File: src/rtl/mem_stage.sv
// Purpose: RV32I memory stage; performs the data-memory access and registers the writeback bundle.
// Latency: 1 cycle for non-memory ops and zero-wait accesses; N extra stall cycles for an N-cycle ack.
// Backpressure: m_stall holds upstream while a request is outstanding; a bubble is sent downstream meanwhile.
//
// Ports:
//   clk, rst_n            clock (rising edge) and asynchronous active-low reset
//   e_bus, e_valid        execute-stage bundle and its live flag (bundle held stable while m_stall=1)
//   m_stall               combinational stall to upstream stages
//   dmem_req/we/addr/wdata data-memory request (held until dmem_ack), lane-shifted enables and data
//   dmem_ack, dmem_rdata  one-cycle completion pulse with read data in the same cycle
//   m_bus, m_valid        registered writeback bundle and its live flag
//   misalign              registered pulse for a suppressed misaligned access

package lib_pkg;

    // 112 bits
    typedef struct packed {
        logic [31:0] inc_pc;
        logic [31:0] ex_out;
        logic [31:0] rf_rdata2;
        logic [4:0]  rd;
        logic [2:0]  funct3;
        logic [3:0]  dmem_wr_en;
        logic        sel_res;    // 1 = result comes from a load
        logic        sel_rf_wr;
        logic        rf_wr_en;
        logic        ecall;
    } bus_stage_e;

    // 72 bits
    typedef struct packed {
        logic [31:0] inc_pc;
        logic [31:0] result;
        logic [4:0]  rd;
        logic        sel_rf_wr;
        logic        rf_wr_en;
        logic        ecall;
    } bus_stage_m;

endpackage

module mem_stage
    import lib_pkg::*;
#(
    parameter int ADDR_W = 32
) (
    input  logic              clk,
    input  logic              rst_n,
    input  bus_stage_e        e_bus,
    input  logic              e_valid,
    output logic              m_stall,
    output logic              dmem_req,
    output logic [3:0]        dmem_we,
    output logic [ADDR_W-1:0] dmem_addr,
    output logic [31:0]       dmem_wdata,
    input  logic              dmem_ack,
    input  logic [31:0]       dmem_rdata,
    output bus_stage_m        m_bus,
    output logic              m_valid,
    output logic              misalign
);

    typedef enum logic {
        IDLE,
        WAIT
    } state_t;

    state_t state, state_nxt;

    logic [1:0]  off;
    logic        is_store, is_load, memop;
    logic        acc_half, acc_word;
    logic        misaligned, aligned_op;
    logic [31:0] rd_shifted;
    logic [31:0] ld_data;

    assign off = e_bus.ex_out[1:0];

    // A store wins when both the load select and a write enable are set.
    assign is_store = e_valid & (|e_bus.dmem_wr_en);
    assign is_load  = e_valid & e_bus.sel_res & ~is_store;
    assign memop    = is_store | is_load;

    // Load size: funct3[1:0] 00 byte, 01 half, anything else word.
    always_comb begin
        acc_half = 1'b0;
        acc_word = 1'b0;
        if (is_store) begin
            acc_half = (e_bus.dmem_wr_en == 4'b0011);
            acc_word = (e_bus.dmem_wr_en == 4'b1111);
        end else begin
            acc_half = (e_bus.funct3[1:0] == 2'b01);
            acc_word = e_bus.funct3[1];
        end
    end

    assign misaligned = memop & ((acc_half & (off == 2'd3)) | (acc_word & (off != 2'd0)));
    assign aligned_op = memop & ~misaligned;

    assign dmem_addr  = {e_bus.ex_out[ADDR_W-1:2], 2'b00};
    assign dmem_we    = is_store ? (e_bus.dmem_wr_en << off) : 4'b0000;
    assign dmem_wdata = e_bus.rf_rdata2 << {off, 3'b000};

    assign rd_shifted = dmem_rdata >> {off, 3'b000};

    always_comb begin
        ld_data = rd_shifted;
        case (e_bus.funct3)
            3'b000:  ld_data = {{24{rd_shifted[7]}}, rd_shifted[7:0]};
            3'b100:  ld_data = {24'h0, rd_shifted[7:0]};
            3'b001:  ld_data = {{16{rd_shifted[15]}}, rd_shifted[15:0]};
            3'b101:  ld_data = {16'h0, rd_shifted[15:0]};
            default: ld_data = rd_shifted;
        endcase
    end

    always_ff @(posedge clk or negedge rst_n) begin
        if (!rst_n) begin
            state <= IDLE;
        end else begin
            state <= state_nxt;
        end
    end

    always_comb begin
        state_nxt = state;
        dmem_req  = 1'b0;
        case (state)
            IDLE: begin
                dmem_req = aligned_op;
                // A zero-wait ack completes in place; an ack with no request is ignored.
                if (aligned_op && !dmem_ack) begin
                    state_nxt = WAIT;
                end
            end
            WAIT: begin
                dmem_req = 1'b1;
                if (dmem_ack) begin
                    state_nxt = IDLE;
                end
            end
            default: state_nxt = IDLE;
        endcase
        // Reset abandons the access at once, even if the bundle still shows a memory op.
        if (!rst_n) begin
            dmem_req = 1'b0;
        end
    end

    assign m_stall = dmem_req & ~dmem_ack;

    always_ff @(posedge clk or negedge rst_n) begin
        if (!rst_n) begin
            m_bus    <= '0;
            m_valid  <= 1'b0;
            misalign <= 1'b0;
        end else if (!m_stall) begin
            m_valid          <= e_valid;
            m_bus.rd         <= e_bus.rd;
            m_bus.sel_rf_wr  <= e_bus.sel_rf_wr;
            m_bus.inc_pc     <= e_bus.inc_pc;
            m_bus.result     <= is_load ? ld_data : e_bus.ex_out;
            m_bus.rf_wr_en   <= e_valid & e_bus.rf_wr_en & ~misaligned;
            m_bus.ecall      <= e_valid & e_bus.ecall;
            misalign         <= misaligned;
        end else begin
            // m_bus holds; the bubble keeps writeback from seeing the same retire twice.
            m_valid  <= 1'b0;
            misalign <= 1'b0;
        end
    end

endmodule

File: config.mk
export PLATFORM = sky130hd
export DESIGN_NAME = mem_stage
export DESIGN_NICKNAME = d
export VERILOG_FILES = /design/src/rtl/mem_stage.sv
export SDC_FILE = /design/constraint.sdc
export NUM_CORES = 1
export LEC_CHECK = 0
export BUFFER_PORTS_ARGS = -buffer_cell sky130_fd_sc_hd__buf_2
export CAP_MARGIN = 20
export CORE_AREA = 2 2 112 114
export DETAILED_ROUTE_END_ITERATION = 8
export DIE_AREA = 0 0 114 116
export GPL_TIMING_DRIVEN = 0
export PLACE_DENSITY_LB_ADDON = 0.3
export SLEW_MARGIN = 25
export SYNTH_ARGS = -nofsm -noshare
export SYNTH_HDL_FRONTEND = slang
export SYNTH_SLANG_ARGS = --single-unit
File: constraint.sdc
create_clock -name clk -period 2.7 [get_ports clk]
set_input_delay 0.54 -clock clk [delete_from_list [all_inputs] [get_ports clk]]
set_output_delay 0.54 -clock clk [all_outputs]
set_load 0.05 [all_outputs]
# Word-level counts from Yosys, hierarchy flattened

Index checks and enable logic that the tools add are counted.

Eq/ne operators: 7
Shift operators: 3
Mux-type cells: 12
Bitwise logic cells: 17
Reductions and logical operators: 5

Operators with widths:

| kind                                                                   | number |
|---|---|
| 32-bit one-hot mux with 4 select lines                                 | 1 |
| 32-bit 2-to-1 mux                                                      | 1 |
| 32-bit by 5-bit << shifter with 32-bit output                          | 1 |
| 32-bit by 5-bit right shift with 32-bit output                         | 1 |
| 1-bit bitwise AND                                                      | 11 |
| 1-bit 2-to-1 mux                                                       | 7 |
| 3-bit equality test (second input constant)                            | 2 |
| 4-bit by 2-bit equality test with 1-bit output (second input constant) | 1 |
| 4-bit equality test (second input constant)                            | 1 |
| 4-bit 2-to-1 mux                                                       | 1 |
| 1-bit inverter                                                         | 4 |
| 1-bit one-hot mux with 2 select lines                                  | 2 |
| 4-bit OR reduction                                                     | 1 |
| 4-bit by 2-bit << shifter with 4-bit output                            | 1 |
| 3-bit by 1-bit equality test with 1-bit output (second input constant) | 1 |
| 3-bit logical NOT                                                      | 1 |
| 2-bit by 1-bit equality test with 1-bit output (second input constant) | 1 |
| 2-bit equality test (second input constant)                            | 1 |
| 1-bit bitwise OR                                                       | 2 |
| 2-bit nonzero test                                                     | 1 |
| 1-bit logical AND                                                      | 1 |
| 1-bit logical NOT                                                      | 1 |

Flip-flop bits (word level): 75
Word-level logic and storage cells: 53

# Longest topological paths before layout

Depth after elaboration: 12
Mapped depth: 8
Mapped depth without buffers: 5

# Worst setup path after synthesis

Ideal clock, no wire load.

Path kind: input-to-output
Start: in e_bus[49] (netlist name)
End: out dmem_we[3]
Arrival time: 2.895 ns
Data required time: 2.160 ns
Slack: -0.735 ns
Stages: 6
Cell sequence: buf_2 buf_2 buf_2 clkbuf_1 mux2i_1 a211oi_1

Longest elaborated chain between the ends: 2

Ends and longest elaborated chain:

| what                                        | RTL line | text |
|---|---|---|
| start: declaration                          | 49       | `input bus_stage_e e_bus,` |
| 4-bit by 2-bit << shifter with 4-bit output | 101      | `assign dmem_we = is_store ? (e_bus.dmem_wr_en << off) : 4'b0000;` |
| 4-bit 2-to-1 mux                            | 101      |  |
| end: declaration                            | 53       | `output logic [3:0] dmem_we,` |

Every way passes these cells.

# Worst setup path after layout

Start: in e_bus[49] (netlist name)
End: out m_stall

Longest elaborated chain between the ends: 9
Elaborated cells between the ends (all ways): 11

Ends and longest elaborated chain:

| what                                                      | RTL line | text |
|---|---|---|
| 2-bit equality test or 2-bit nonzero test (tied branches) | 97       | `assign misaligned = memop & ((acc_half & (off == 2'd3)) \| (acc_word & (off != 2'd0)));` |
| 1-bit bitwise AND                                         | 97       |  |
| 1-bit bitwise OR (*)                                      | 97       |  |
| 1-bit bitwise AND (*)                                     | 97       |  |
| 1-bit inverter (*)                                        | 98       | `assign aligned_op = memop & ~misaligned;` |
| 1-bit bitwise AND (*)                                     | 98       |  |
| 1-bit one-hot mux with 2 select lines (*)                 | 128      | `case (state)` |
| 1-bit 2-to-1 mux (*)                                      | 145      | `if (!rst_n) begin` |
| 1-bit bitwise AND (*)                                     | 150      | `assign m_stall = dmem_req & ~dmem_ack;` |
| end: declaration                                          | 51       | `output logic m_stall,` |

Mark *: on every way between the ends. The rest lies on a longest branch, timed or not.

==> impl_metrics.toml <==
[global_routing]
grt_pass1_vias = 5182
grt_max_degree = 38
gr-usage-met3_pct = 6.96
grtUsageMet1_pct = 34.4
grt_overflow = 0
grt_pass1_wl_um = 27900
grt.total_usage_pct = 27.4
antenna_found_initial = 3
busiest_layer = "met2"
use_met2_pct = 45.8

[finish]
design_area_um2 = 7260
drive_above_1_share_pct = 57.6
layout.nets = 935
area.growth.synth_to_final_pct = 47.6
n_fill_cell = 1056

[timing]
maxSlewViolCount = 0
max_slew_margin_pct = 39.6
skew_ps = 8.40
fmax_mhz = 374
period_share_pct = 99.0
period_minus_slack_ps = 2670
setup-tns-final_ps = 0
hold_viol = 0
setup_viol = 0
tightest_slew_ps = 905

[die]
ios = 292
die_w_um = 114
die_y_um = 116
dieArea_um2 = 13200
core_um2 = 11900
num_rows = 40
start_util_pct = 41.3

[synth]
synth_top_cell_by_area = "dfrtp_1"
syn-instance-count = 484
ys_types = 51
yosysMostFrequentCell = "dfrtp_1"
synth_edf_count = 0
ys_seq_elements = 75
synth.area.top_cells = "dfrtp_1, mux2_4, mux2i_1, buf_4, nor4_1"
synth-seq-area-share_pct = 38.1
synth_top_area_share_pct = 38.1
netlist_top_cells_count = "dfrtp_1, mux2_4, buf_4, nor4_1, mux2i_1"
synth_area_per_cell_um2 = 10.2
synthesis.area_um2 = 4920
ys_async_sr_fraction_pct = 100
synth_ff_type = "dfrtp_1"
ys_warn_count = 0

[placed_design]
dpl.hpwl_um = 14300
place_area_um2 = 6730
gp_congestion = 0.926
io_buffer_count = 287

[cts]
path_clk_slew_ps = 60
clockBufferDepth = 2
insertion_delay_ps = 340
cts_num_sinks = 75
root_buffer = "clkbuf_16"
htreeDepth = 3
cts_tree = "done"
cts_buffers = 9

[critical_path]
path_class = "in2out"
cp.required_ps = 2160
cp_max_fo = 13
r2r_cells = 6
worstSetupStartpointType = "input port"
end_kind = "output port"
cp.arrival_ps = 2130
r2r-start = "state$_DFF_PN0_"
rrSetupSlack_ps = 800
r2r_end = "m_bus[71]$_DFFE_PN0N_"

[run_status]
outcome = "complete, no violations"

[pwr]
pwr-share-comb_pct = 36.6
sw_frac_of_total_pct = 38.6
p_seq_share_pct = 31.2
clockPowerShare_pct = 32.2
p_per_area_nw_per_um2 = 564
vdd_drop_max_mv = 0.288
power_uw = 4100
p_leak_uw = 0.00354
p_int_uw = 2520
switchingPower_uw = 1580

[drt]
drt.antenna.violating_nets = 0
wirelength_um = 18500
drt_pass1_iterations = 5
drtIter0Drc = 373
drc_errors = 0
viasPerCell = 5.59
vias = 5250
wl_per_cell_um = 19.7

[worst_hold_path]
hp-class = "in2async"

[flow_run]
maxCapViolations = 0
-- registers in the layout, summed over array words and instances (netlist names) --
signal / count
misalign: 1
state: 1
m_bus: 72
m_valid: 1
-- layout by cell type, fill, tap and decap left out, drive strengths merged, types with 8 or more instances in the layout --
| master | netlist | final |
|---|---|---|
| buf | 52 | 343 |
| dfrtp | 75 | 75 |
| mux2 | 56 | 56 |
| clkbuf | 25 | 33 |
| nor4 | 32 | 32 |
| mux2i | 28 | 28 |
| a21oi | 26 | 26 |
| nand2 | 22 | 22 |
| o21ai | 22 | 22 |
| nor2 | 20 | 20 |
| a211oi | 18 | 18 |
| nor2b | 16 | 16 |
| a31oi | 11 | 11 |
| and2 | 10 | 10 |
| o31ai | 9 | 9 |
| a221oi | 8 | 8 |
| a41oi | 8 | 8 |
-- logic make-up (layout without fill, tap and decap cells) --
logic type / after synthesis / after routing / share of synthesized area (%)
buffers and inverters: 82 / 389 / 9.68
multiplexers: 85 / 85 / 21.9
AND/OR/NAND/NOR: 123 / 123 / 13.7
flip-flops: 75 / 75 / 38.1
AO/OA/AOI/OAI: 118 / 118 / 16.6
other: 1 / 3 / 0.0762
-- final cells by class --
class	count	area, um2	area share [%]
well taps	147	184	2.53
clock buffers	9	225	3.10
flip-flops and latches	75	1880	25.8
plain buffers	74	505	6.96
repair buffers	294	1560	21.5
multi-input cells	328	2780	38.3
inverters	5	26.3	0.362
diodes	1	2.50	0.0345
clock inverters	7	100	1.38
-- through the flow --
step / utilization [%] / setup WS [ps] / hold WS (ps) / std cells
2_1_floorplan: - / -240 / 244 / 485
3_3_place_gp: 56.3 / -1330 / 469 / 919
3_5_place_dp: 56.5 / -665 / 474 / 920
4_1_cts: 60.8 / 9.65 / 60.4 / 940
5_1_grt: 61.0 / -41.0 / 37.0 / 939
6_report: 61.0 / 27.8 / 32.1 / 940
-- critical path, cell delays in order --
cell and delay, ps:
buf_2 120, buf_4 180, o211ai_1 230, buf_4 180, a211oi_4 60, or3_1 360
buf_6 160, inv_8 130, buf_12 150
-- metal layers --
layer	wire (um)	part of all wire [%]
met5	38	0.21
met4	582	3.1
met3	1790	9.7
met2	8700	47
met1	7420	40
-- repair_timing --
| item | 4_1_cts | 5_1_grt |
|---|---|---|
| cloned | 1 | 0 |
| setup endpoints to repair | 38 | 24 |
| setup buffers | 4 | 1 |
| pin swaps | 4 | 1 |
| resized for setup | 43 | 13 |
| hold buffers | 0 | 0 |
-- power by group through the flow --
stage	clock network, uW	logic, uW	registers, uW
floorplan	0	673	1650
global placement	0	1430	1290
detailed placement	0	1450	1300
CTS	1340	1490	1280
global route	1400	1570	1290
finish	1320	1500	1280
-- how the worst max path moves through the flow --
stage	start	depth (start not counted)	endpoint	slack, ps
2_1_floorplan	e_bus[49]	6	dmem_wdata[17]	-240
4_1_cts	e_bus[49]	10	m_stall	10
6_report	e_bus[49]	9	m_stall	30
3_5_place_dp	e_bus[49]	9	dmem_wdata[31]	-660
5_1_grt	e_bus[49]	9	m_stall	-40
3_3_place_gp	rst_n	7	m_stall	-1330
Power figures use the tool's default switching activity.
